$ cat config.mk
export PLATFORM = sky130hd
export DESIGN_NAME = song_sequencer
export DESIGN_NICKNAME = d
export VERILOG_FILES = /design/src/rtl/song_pkg.sv /design/src/rtl/song_rom.sv /design/src/rtl/song_sequencer.sv
export SDC_FILE = /design/constraint.sdc
export NUM_CORES = 1
export LEC_CHECK = 0
export CAP_MARGIN = 20
export CORE_MARGIN = 5
export CORE_UTILIZATION = 55
export DETAILED_ROUTE_END_ITERATION = 8
export PLACE_DENSITY = 0.87
export SKIP_LAST_GASP = 1
export SLEW_MARGIN = 30
export SYNTH_ARGS = -nofsm -noshare
export SYNTH_HDL_FRONTEND = slang
export SYNTH_SLANG_ARGS = --single-unit
export TNS_END_PERCENT = 100
$ cat constraint.sdc
create_clock -name CLK -period 7.23 [get_ports CLK]
set_clock_uncertainty 0.2 [all_clocks]
set_input_delay 0.723 -clock CLK [delete_from_list [all_inputs] [get_ports CLK]]
set_output_delay 0.723 -clock CLK [all_outputs]
set_load 0.02 [all_outputs]
$ cat src/rtl/song_pkg.sv
// Shared types for the song sequencer: note codes, ROM entry layout, FSM states
// and small helpers for beat counts, note selection and manual key decoding.
package song_pkg;

    localparam int SONG_LEN = 16;
    localparam int DUR_W    = 3;
    localparam int IDX_W    = $clog2(SONG_LEN);
    localparam int BEAT_W   = DUR_W + 1;

    typedef logic [3:0] note_t;

    localparam note_t NOTE_REST = 4'd0;
    localparam note_t NOTE_C4   = 4'd1;
    localparam note_t NOTE_D4   = 4'd2;
    localparam note_t NOTE_E4   = 4'd3;
    localparam note_t NOTE_F4   = 4'd4;
    localparam note_t NOTE_G4   = 4'd5;
    localparam note_t NOTE_A4   = 4'd6;
    localparam note_t NOTE_B4   = 4'd7;
    localparam note_t NOTE_C5   = 4'd8;

    typedef struct packed {
        note_t            code;
        logic [DUR_W-1:0] dur;
    } song_entry_t;

    typedef enum logic [1:0] {
        ST_IDLE  = 2'd0,
        ST_PLAY  = 2'd1,
        ST_PAUSE = 2'd2,
        ST_DONE  = 2'd3
    } state_t;

    // A stored duration of zero stands for the full 2^DUR_W beats.
    function automatic logic [BEAT_W-1:0] dur_beats(input logic [DUR_W-1:0] dur);
        if (dur == {DUR_W{1'b0}}) begin
            dur_beats = {1'b1, {DUR_W{1'b0}}};
        end else begin
            dur_beats = {1'b0, dur};
        end
    endfunction

    function automatic logic note_wave(input note_t code, input logic [7:0] clks);
        case (code)
            4'd1:    note_wave = clks[0];
            4'd2:    note_wave = clks[1];
            4'd3:    note_wave = clks[2];
            4'd4:    note_wave = clks[3];
            4'd5:    note_wave = clks[4];
            4'd6:    note_wave = clks[5];
            4'd7:    note_wave = clks[6];
            4'd8:    note_wave = clks[7];
            default: note_wave = 1'b0;
        endcase
    endfunction

    function automatic note_t lowest_key(input logic [7:0] keys);
        lowest_key = NOTE_REST;
        for (int i = 7; i >= 0; i--) begin
            if (keys[i]) begin
                lowest_key = 4'(i + 1);
            end else begin
                lowest_key = lowest_key;
            end
        end
    endfunction

endpackage

$ cat src/rtl/song_rom.sv
// Fixed song table: combinational lookup from ROM index to {note code, duration}.
module song_rom
    import song_pkg::*;
(
    input  logic [IDX_W-1:0] idx_i,
    output song_entry_t      entry_o
);

    // Song contents; entry 9 holds an out-of-range code that plays as a rest.
    always_comb begin
        case (idx_i)
            4'd0:    entry_o = '{code: NOTE_C4,   dur: 3'd2};
            4'd1:    entry_o = '{code: NOTE_D4,   dur: 3'd1};
            4'd2:    entry_o = '{code: NOTE_E4,   dur: 3'd1};
            4'd3:    entry_o = '{code: NOTE_REST, dur: 3'd2};
            4'd4:    entry_o = '{code: NOTE_F4,   dur: 3'd3};
            4'd5:    entry_o = '{code: NOTE_G4,   dur: 3'd0};
            4'd6:    entry_o = '{code: NOTE_A4,   dur: 3'd1};
            4'd7:    entry_o = '{code: NOTE_B4,   dur: 3'd1};
            4'd8:    entry_o = '{code: NOTE_C5,   dur: 3'd1};
            4'd9:    entry_o = '{code: 4'd9,      dur: 3'd1};
            4'd10:   entry_o = '{code: NOTE_G4,   dur: 3'd1};
            4'd11:   entry_o = '{code: NOTE_F4,   dur: 3'd1};
            4'd12:   entry_o = '{code: NOTE_E4,   dur: 3'd1};
            4'd13:   entry_o = '{code: NOTE_D4,   dur: 3'd1};
            4'd14:   entry_o = '{code: NOTE_C4,   dur: 3'd1};
            4'd15:   entry_o = '{code: NOTE_C5,   dur: 3'd2};
            default: entry_o = '{code: NOTE_REST, dur: 3'd1};
        endcase
    end

endmodule

$ cat src/rtl/song_sequencer.sv
// Steps through the ROM song on QUARTER_BEAT rising edges and drives SPEAKER.
// Optional manual piano keys are enabled by defining SONG_SEQ_MANUAL_EN.
module song_sequencer
    import song_pkg::*;
(
    input  logic             CLK,
    input  logic             RESET,
    input  logic [7:0]       NOTE_CLK,
    input  logic             QUARTER_BEAT,
    input  logic             START,
    input  logic             STOP,
    input  logic             PAUSE,
    input  logic             LOOP,
`ifdef SONG_SEQ_MANUAL_EN
    input  logic [7:0]       KEYS,
`endif
    output logic             SPEAKER,
    output logic [3:0]       NOTE_CODE,
    output logic [IDX_W-1:0] SONG_IDX,
    output logic             BUSY,
    output logic             DONE
);

    localparam logic [IDX_W-1:0] LAST_IDX = IDX_W'(SONG_LEN - 1);

    state_t              state_q, state_d;
    logic [IDX_W-1:0]    idx_q, idx_d;
    logic [BEAT_W-1:0]   beats_q, beats_d;
    logic                qb_q;
    logic                speaker_q, speaker_d;
    note_t               code_q, code_d;
    logic                busy_q, busy_d;
    logic                done_q, done_d;
    logic                tick_s;
    logic                load_s;
    logic                dec_s;
    song_entry_t         entry_s;

    assign tick_s = QUARTER_BEAT & ~qb_q;

    // The ROM is addressed by the next index so reloads and NOTE_CODE track SONG_IDX.
    song_rom u_rom (
        .idx_i   (idx_d),
        .entry_o (entry_s)
    );

    // Next state and index; STOP overrides everything, PAUSE beats a same-cycle tick.
    always_comb begin
        state_d = state_q;
        idx_d   = idx_q;
        load_s  = 1'b0;
        dec_s   = 1'b0;
        if (STOP) begin
            state_d = ST_IDLE;
            idx_d   = {IDX_W{1'b0}};
        end else begin
            case (state_q)
                ST_IDLE: begin
                    idx_d = {IDX_W{1'b0}};
                    if (START) begin
                        state_d = ST_PLAY;
                        load_s  = 1'b1;
                    end else begin
                        state_d = ST_IDLE;
                    end
                end
                ST_PLAY: begin
                    if (PAUSE) begin
                        state_d = ST_PAUSE;
                    end else if (tick_s) begin
                        if (beats_q > BEAT_W'(1)) begin
                            dec_s = 1'b1;
                        end else if (idx_q != LAST_IDX) begin
                            idx_d  = idx_q + IDX_W'(1);
                            load_s = 1'b1;
                        end else if (LOOP) begin
                            idx_d  = {IDX_W{1'b0}};
                            load_s = 1'b1;
                        end else begin
                            state_d = ST_DONE;
                            idx_d   = {IDX_W{1'b0}};
                        end
                    end else begin
                        state_d = ST_PLAY;
                    end
                end
                ST_PAUSE: begin
                    if (PAUSE) begin
                        state_d = ST_PAUSE;
                    end else begin
                        state_d = ST_PLAY;
                    end
                end
                ST_DONE: begin
                    state_d = ST_IDLE;
                    idx_d   = {IDX_W{1'b0}};
                end
                default: begin
                    state_d = ST_IDLE;
                    idx_d   = {IDX_W{1'b0}};
                end
            endcase
        end
    end

    // Beat counter and registered output values derived from the next state.
    always_comb begin
        beats_d   = beats_q;
        code_d    = NOTE_REST;
        speaker_d = 1'b0;
        if (STOP) begin
            beats_d = {BEAT_W{1'b0}};
        end else if (load_s) begin
            beats_d = dur_beats(entry_s.dur);
        end else if (dec_s) begin
            beats_d = beats_q - BEAT_W'(1);
        end else begin
            beats_d = beats_q;
        end
        if (state_d == ST_PLAY) begin
            code_d    = entry_s.code;
            speaker_d = note_wave(entry_s.code, NOTE_CLK);
        end else begin
            code_d    = NOTE_REST;
            speaker_d = 1'b0;
        end
`ifdef SONG_SEQ_MANUAL_EN
        if (KEYS != 8'h00) begin
            code_d = lowest_key(KEYS);
            if (state_d == ST_IDLE || state_d == ST_PLAY) begin
                speaker_d = |(NOTE_CLK & KEYS);
            end else begin
                speaker_d = 1'b0;
            end
        end else begin
            code_d = code_d;
        end
`endif
        busy_d = (state_d == ST_PLAY) || (state_d == ST_PAUSE);
        done_d = (state_d == ST_DONE);
    end

    // State and output registers, cleared asynchronously by RESET.
    always_ff @(posedge CLK or posedge RESET) begin
        if (RESET) begin
            state_q   <= ST_IDLE;
            idx_q     <= {IDX_W{1'b0}};
            beats_q   <= {BEAT_W{1'b0}};
            qb_q      <= 1'b0;
            speaker_q <= 1'b0;
            code_q    <= NOTE_REST;
            busy_q    <= 1'b0;
            done_q    <= 1'b0;
        end else begin
            state_q   <= state_d;
            idx_q     <= idx_d;
            beats_q   <= beats_d;
            qb_q      <= QUARTER_BEAT;
            speaker_q <= speaker_d;
            code_q    <= code_d;
            busy_q    <= busy_d;
            done_q    <= done_d;
        end
    end

    assign SPEAKER   = speaker_q;
    assign NOTE_CODE = code_q;
    assign SONG_IDX  = idx_q;
    assign BUSY      = busy_q;
    assign DONE      = done_q;

endmodule

# Yosys cells after proc, flatten, opt, wreduce, memory -nomap -nowiden
# Memory sizes are Yosys's and may differ from the RTL's.
# Index checks and enable logic that the tools add are counted.
dict set report word_totals {
  reg_bits 18
  mem_bits_ro 96
  inputBits 15
  out_inout_bits 11
  elab_cells 69
  n_memories 1
}
# name words word_bits read_ports rd_ports_with_merged_regs write_ports line
set mem_list {}
lappend mem_list {{(name not given)} 16 6 1 0 0 song_rom.sv:11} ;# case (idx_i)
dict set report classes {
  add_sub_neg 2
  order_cmp 1
  n_eq_ne 15
  mux 35
  bitwise_logic 2
  reduce_logical 5
}
# op count
set ops {}
lappend ops {{4-bit 2-to-1 mux} 10}
lappend ops {{4-bit by 3-bit == test with 1-bit output (second input constant)} 4}
lappend ops {{1-bit 2-to-1 mux} 14}
lappend ops {{2-bit 2-to-1 mux} 7}
lappend ops {{2-bit == test (second input constant)} 4}
lappend ops {{4-bit by 2-bit == test with 1-bit output (second input constant)} 2}
lappend ops {{1-bit case mux with 8 select lines} 1}
lappend ops {{2-bit case mux with 4 select lines} 1}
lappend ops {{4-bit case mux with 2 select lines} 1}
lappend ops {{4-bit by 1-bit adder with 4-bit output (second input constant)} 1}
lappend ops {{2-bit by 1-bit == test with 1-bit output (second input constant)} 2}
lappend ops {{4-bit by 1-bit == test with 1-bit output (second input constant)} 1}
lappend ops {{4-bit == test (second input constant)} 1}
lappend ops {{4-bit by 1-bit greater-than comparator with 1-bit output (second input constant)} 1}
lappend ops {{4-bit inequality test (second input constant)} 1}
lappend ops {{4-bit by 1-bit subtractor with 4-bit output (second input constant)} 1}
lappend ops {{3-bit zero test} 1}
lappend ops {{3-bit nonzero test} 1}
lappend ops {{2-bit zero test} 1}
lappend ops {{1-bit case mux with 2 select lines} 1}
lappend ops {{2-bit OR reduction} 1}
lappend ops {{1-bit bitwise AND} 1}
lappend ops {{1-bit logical OR} 1}
lappend ops {{1-bit inverter} 1}

# Longest topological paths before layout
# An unclocked memory read counts as a cell.
dict set report depth {
  depth_word 12
  depth_mapped 14
  mapped_depth_nobuf 14
}

# Modules after synthesis
# From an unflattened synthesis, not the netlist that was laid out.
dict set report unflattened {
  hier_cells 123
  hier_area_um2 1212.4
}
# module instances cells_each area_each_um2 seq_area_each_um2
set by_module_without_submodules {}
lappend by_module_without_submodules {song_sequencer 1 97 1008.5 450.4}
lappend by_module_without_submodules {song_rom 1 26 203.9 0.0}

# Worst setup path after synthesis
# Ideal clock, no wire load.
dict set report synth_path {
  kind {input to register}
  from {input port PAUSE}
  to {register speaker_q (netlist: SPEAKER)}
  setup_time_ns 0.121
  t_arrival_ns 2.924
  setup_slack_ns 3.985
  path_stages 10
  path_buffers 0
  cell_sequence {or3b_4 > o311ai_0 > nand3_1 > nand2b_1 > ha_1 > nor3b_2 > nor2_1 > mux2i_1 > o211ai_2 > a22o_1}
}
dict set report synth_via {
  elab_chain_len 7
}
# item line
set synth_rtl {}
lappend synth_rtl {{from (decl)} song_sequencer.sv:12} ;# input logic PAUSE,
lappend synth_rtl {{4-bit 2-to-1 mux} song_sequencer.sv:68} ;# if (PAUSE) begin
lappend synth_rtl {{4-bit case mux with 2 select lines} song_sequencer.sv:57} ;# case (state_q)
lappend synth_rtl {{4-bit 2-to-1 mux} song_sequencer.sv:53} ;# if (STOP) begin
lappend synth_rtl {{memory 16 x 6 bit} --}
lappend synth_rtl {{4-bit == test, or another cell as far along} song_pkg.sv:44} ;# case (code)
lappend synth_rtl {{1-bit case mux with 8 select lines} song_pkg.sv:44}
lappend synth_rtl {{1-bit 2-to-1 mux *} song_sequencer.sv:120} ;# if (state_d == ST_PLAY) begin
lappend synth_rtl {{net speaker_d} song_sequencer.sv:30} ;# logic speaker_q, speaker_d;
lappend synth_rtl {{to (signal assigned)} song_sequencer.sv:159} ;# speaker_q <= speaker_d;
lappend synth_rtl {{to (decl)} song_sequencer.sv:30}
# Mark *: on every way through the listed nets, which the timed path passes. The rest lies on a longest branch.
# A chain may end at the register's enable or synchronous reset.

# Worst setup path in the final report
dict set report layout_path {
  from {input port QUARTER_BEAT}
  to {register speaker_q (netlist: SPEAKER)}
}
dict set report layout_via {
  elab_chain_len 9
}
# item line
set layout_rtl {}
lappend layout_rtl {{from (decl)} song_sequencer.sv:9} ;# input logic QUARTER_BEAT,
lappend layout_rtl {{1-bit bitwise AND *} song_sequencer.sv:39} ;# assign tick_s = QUARTER_BEAT & ~qb_q;
lappend layout_rtl {{4-bit 2-to-1 mux} song_sequencer.sv:70} ;# end else if (tick_s) begin
lappend layout_rtl {{4-bit 2-to-1 mux} song_sequencer.sv:68}
lappend layout_rtl {{4-bit case mux with 2 select lines} song_sequencer.sv:57}
lappend layout_rtl {{4-bit 2-to-1 mux} song_sequencer.sv:53}
lappend layout_rtl {{memory 16 x 6 bit} --}
lappend layout_rtl {{4-bit == test, or another cell as far along} song_pkg.sv:44}
lappend layout_rtl {{1-bit case mux with 8 select lines} song_pkg.sv:44}
lappend layout_rtl {{1-bit 2-to-1 mux *} song_sequencer.sv:120}
lappend layout_rtl {{net speaker_d} song_sequencer.sv:30}
# Marked as above.

==> qor.yml <==
clock_tree:
  hold_buffers: 0
  clk_latency_ns: 0.30
  cts_tree: "yes"
  path_clk_slew_ns: 0.10
  ctsHtreeMaxLevel: 1
  clock_sinks: 18
  cts_root_buffer: "clkbuf_4"
  clock_path_buffers: 2
  cts_made_buffers: 3
  postCtsSetupBuffers: 0
  cts_resized: 0
floorplanning:
  core_sq_um: 2250
  start_util: 0.590
  core.rowCount: 17
  fp.dieW_um: 59.2
  fp.dieH_um: 59.2
  io_pins: 26
  die-area_sq_um: 3500
yosys:
  synth.distinct_cells: 54
  seq_area_frac_synth: 0.338
  synth_fp_nets: 171
  synth_area_sq_um: 1330
  async_reset_ff_frac: 1.00
  synth_seq_cells: 18
  synth_warnings: 0
  synth_cells: 149
  synth_ff_type: "dfrtp_1"
  synth_area_per_cell_sq_um: 8.93
  synth_edf_count: 0
worst_setup_path:
  r2r_slack_ns: 3.93
  worstPathArrival_ns: 3.76
  path_class: "input pin to register"
  r2r-start: "beats_q[0]"
  rr_worst_depth: 12
  r2r_end: "SPEAKER"
  cp_max_fo: 6
  worstSetupEndpointType: "register"
  start_kind: "input pin"
  cp.required_ns: 7.22
global_routing:
  antenna_found_initial: 0
  grt_overflow: 0
  grtUsageTotal: 0.214
  grt_pass1_vias: 1299
  grt_pass1_wl_um: 5690
  grt_max_degree: 19
status:
  status: "complete, no violations"
timing:
  fin_crit_ns: 3.77
  max_freq_mhz: 266
  drv_slew: 0
  fin_crit_sh: 0.521
  hold_violations: 0
  rsz0062_at_grt: "no"
  max_slew.worst_pin.slew_ns: 0.718
  finalSetupTns_ns: 0
  setup_viol: 0
  slew_headroom: 0.520
hold_path:
  min_path_type: "register to register"
  min_to: "beats_q[2]"
  min-delay-start: "beats_q[2]"
  whs_path_depth: 2
detailed_routing:
  first_pass_iters: 4
  drt_iter0_markers: 44
  drc_errors: 0
  dr_wl_met3_um: 209
  drt-total-wl_um: 3470
  via_count: 1260
  dr.max_layer_used: "met4"
  drt-met1-wl_um: 1410
  routedWlPerCell_um: 17.2
  avgViaCountPerCell: 6.24
  dr_wl_met2_um: 1750
  ant_nets: 0
placement:
  place_hpwl_um: 2660
  place_area_sq_um: 1600
  place.port_buffers: 25
  gp_congestion: 0.918
layout:
  n_fill_cell: 179
  layout_commonest_cell: "clkdlybuf4s50_1"
  mostFrequentLayoutCells: "clkdlybuf4s50_1, nor2_1, dfrtp_1, inv_1, a21oi_1"
  fin_area_sq_um: 1620
  drive_gt1_frac: 0.132
  area_growth_pct: 21.9
  fin_nets: 198
  antenna_cells: 0
job:
  cap_violations: 0
power:
  p_leak_uw: 0.000739
  max-vdd-ir-drop_uv: 120
  cellPowerDensity_nw_per_um2: 121
flip-flops by register name, indices dropped and copies added (netlist names):
register and flops:
DONE 1, qb_q 1, beats_q 4, SPEAKER 1, NOTE_CODE 4, state_q 2, SONG_IDX 4, BUSY 1
per-stage QoR:
stage	util	total power, uW	setup slack (ns)	std cells	hold WS (ns)
3_3_place_gp	0.710	146	3.33	199	0.392
3_5_place_dp	0.710	148	3.19	199	0.398
2_1_floorplan	-	130	3.98	149	0.360
6_report	0.720	197	3.46	202	0.414
4_1_cts	0.720	197	3.49	202	0.412
5_1_grt	0.720	205	3.22	202	0.472
synth_stat cells, types with 4 or more instances:
cell type   n  share of area
ha_1        7          0.066
nand2b_1    5          0.023
nand2_1     6          0.017
a21oi_1     8          0.030
nor2_1     22          0.062
inv_1      10          0.028
o21ai_0     5          0.019
nor3_1      5          0.019
nand3_1     4          0.015
dfrtp_1    18           0.34
how the worst max path moves through the flow:
stage / startpoint / slack, ns / cells past startpoint / endpoint
6_report: QUARTER_BEAT / 3.46 / 11 / SPEAKER
5_1_grt: QUARTER_BEAT / 3.22 / 11 / SPEAKER
4_1_cts: QUARTER_BEAT / 3.49 / 11 / SPEAKER
3_5_place_dp: QUARTER_BEAT / 3.19 / 11 / SPEAKER
2_1_floorplan: PAUSE / 3.98 / 10 / SPEAKER
3_3_place_gp: QUARTER_BEAT / 3.33 / 11 / SPEAKER
per-layer routing:
metal / global-route usage / up-vias
li1: - / 591
met1: 0.263 / 604
met2: 0.365 / 52
met3: 0.0370 / 13
met4: 0.0939 / 0
met5: 0 / -
critical path, cell delays in order:
cell and delay, ns:
clkdlybuf4s50_1 0.50, or3b_4 0.42, o311ai_0 0.40, nand3_1 0.28
nand2b_1 0.21, ha_1 0.28, nor3b_2 0.19, nor2_1 0.20
mux2i_1 0.24, o211ai_2 0.09, a22o_1 0.23
final cells by class:
| type | count | area [sq um] | area share |
|---|---|---|---|
| well taps | 28 | 35.0 | 0.0216 |
| inverters | 10 | 37.5 | 0.0231 |
| multi-input cells | 118 | 827 | 0.510 |
| repair buffers | 25 | 250 | 0.154 |
| clock buffers | 3 | 22.5 | 0.0139 |
| flip-flops and latches | 18 | 450 | 0.278 |
power breakdown:
part	leakage [uW]	switching, uW	total [uW]	internal [uW]
Combinational	0.000481	21.2	39.3	18.1
Sequential	0.000244	2.73	107	104
Clock	0.0000138	31.3	50.7	19.5
cell families (layout without fill, tap and decap cells):
group	after synthesis	count (layout)	synth area share
xor+xnor	4	4	0.0263
buf+inv	13	38	0.0404
fa+ha+maj	7	7	0.0658
compound gates	33	33	0.186
mux	4	4	0.0338
simple gates	70	70	0.309
flops	18	18	0.338
(Power assumes the default switching activity.)
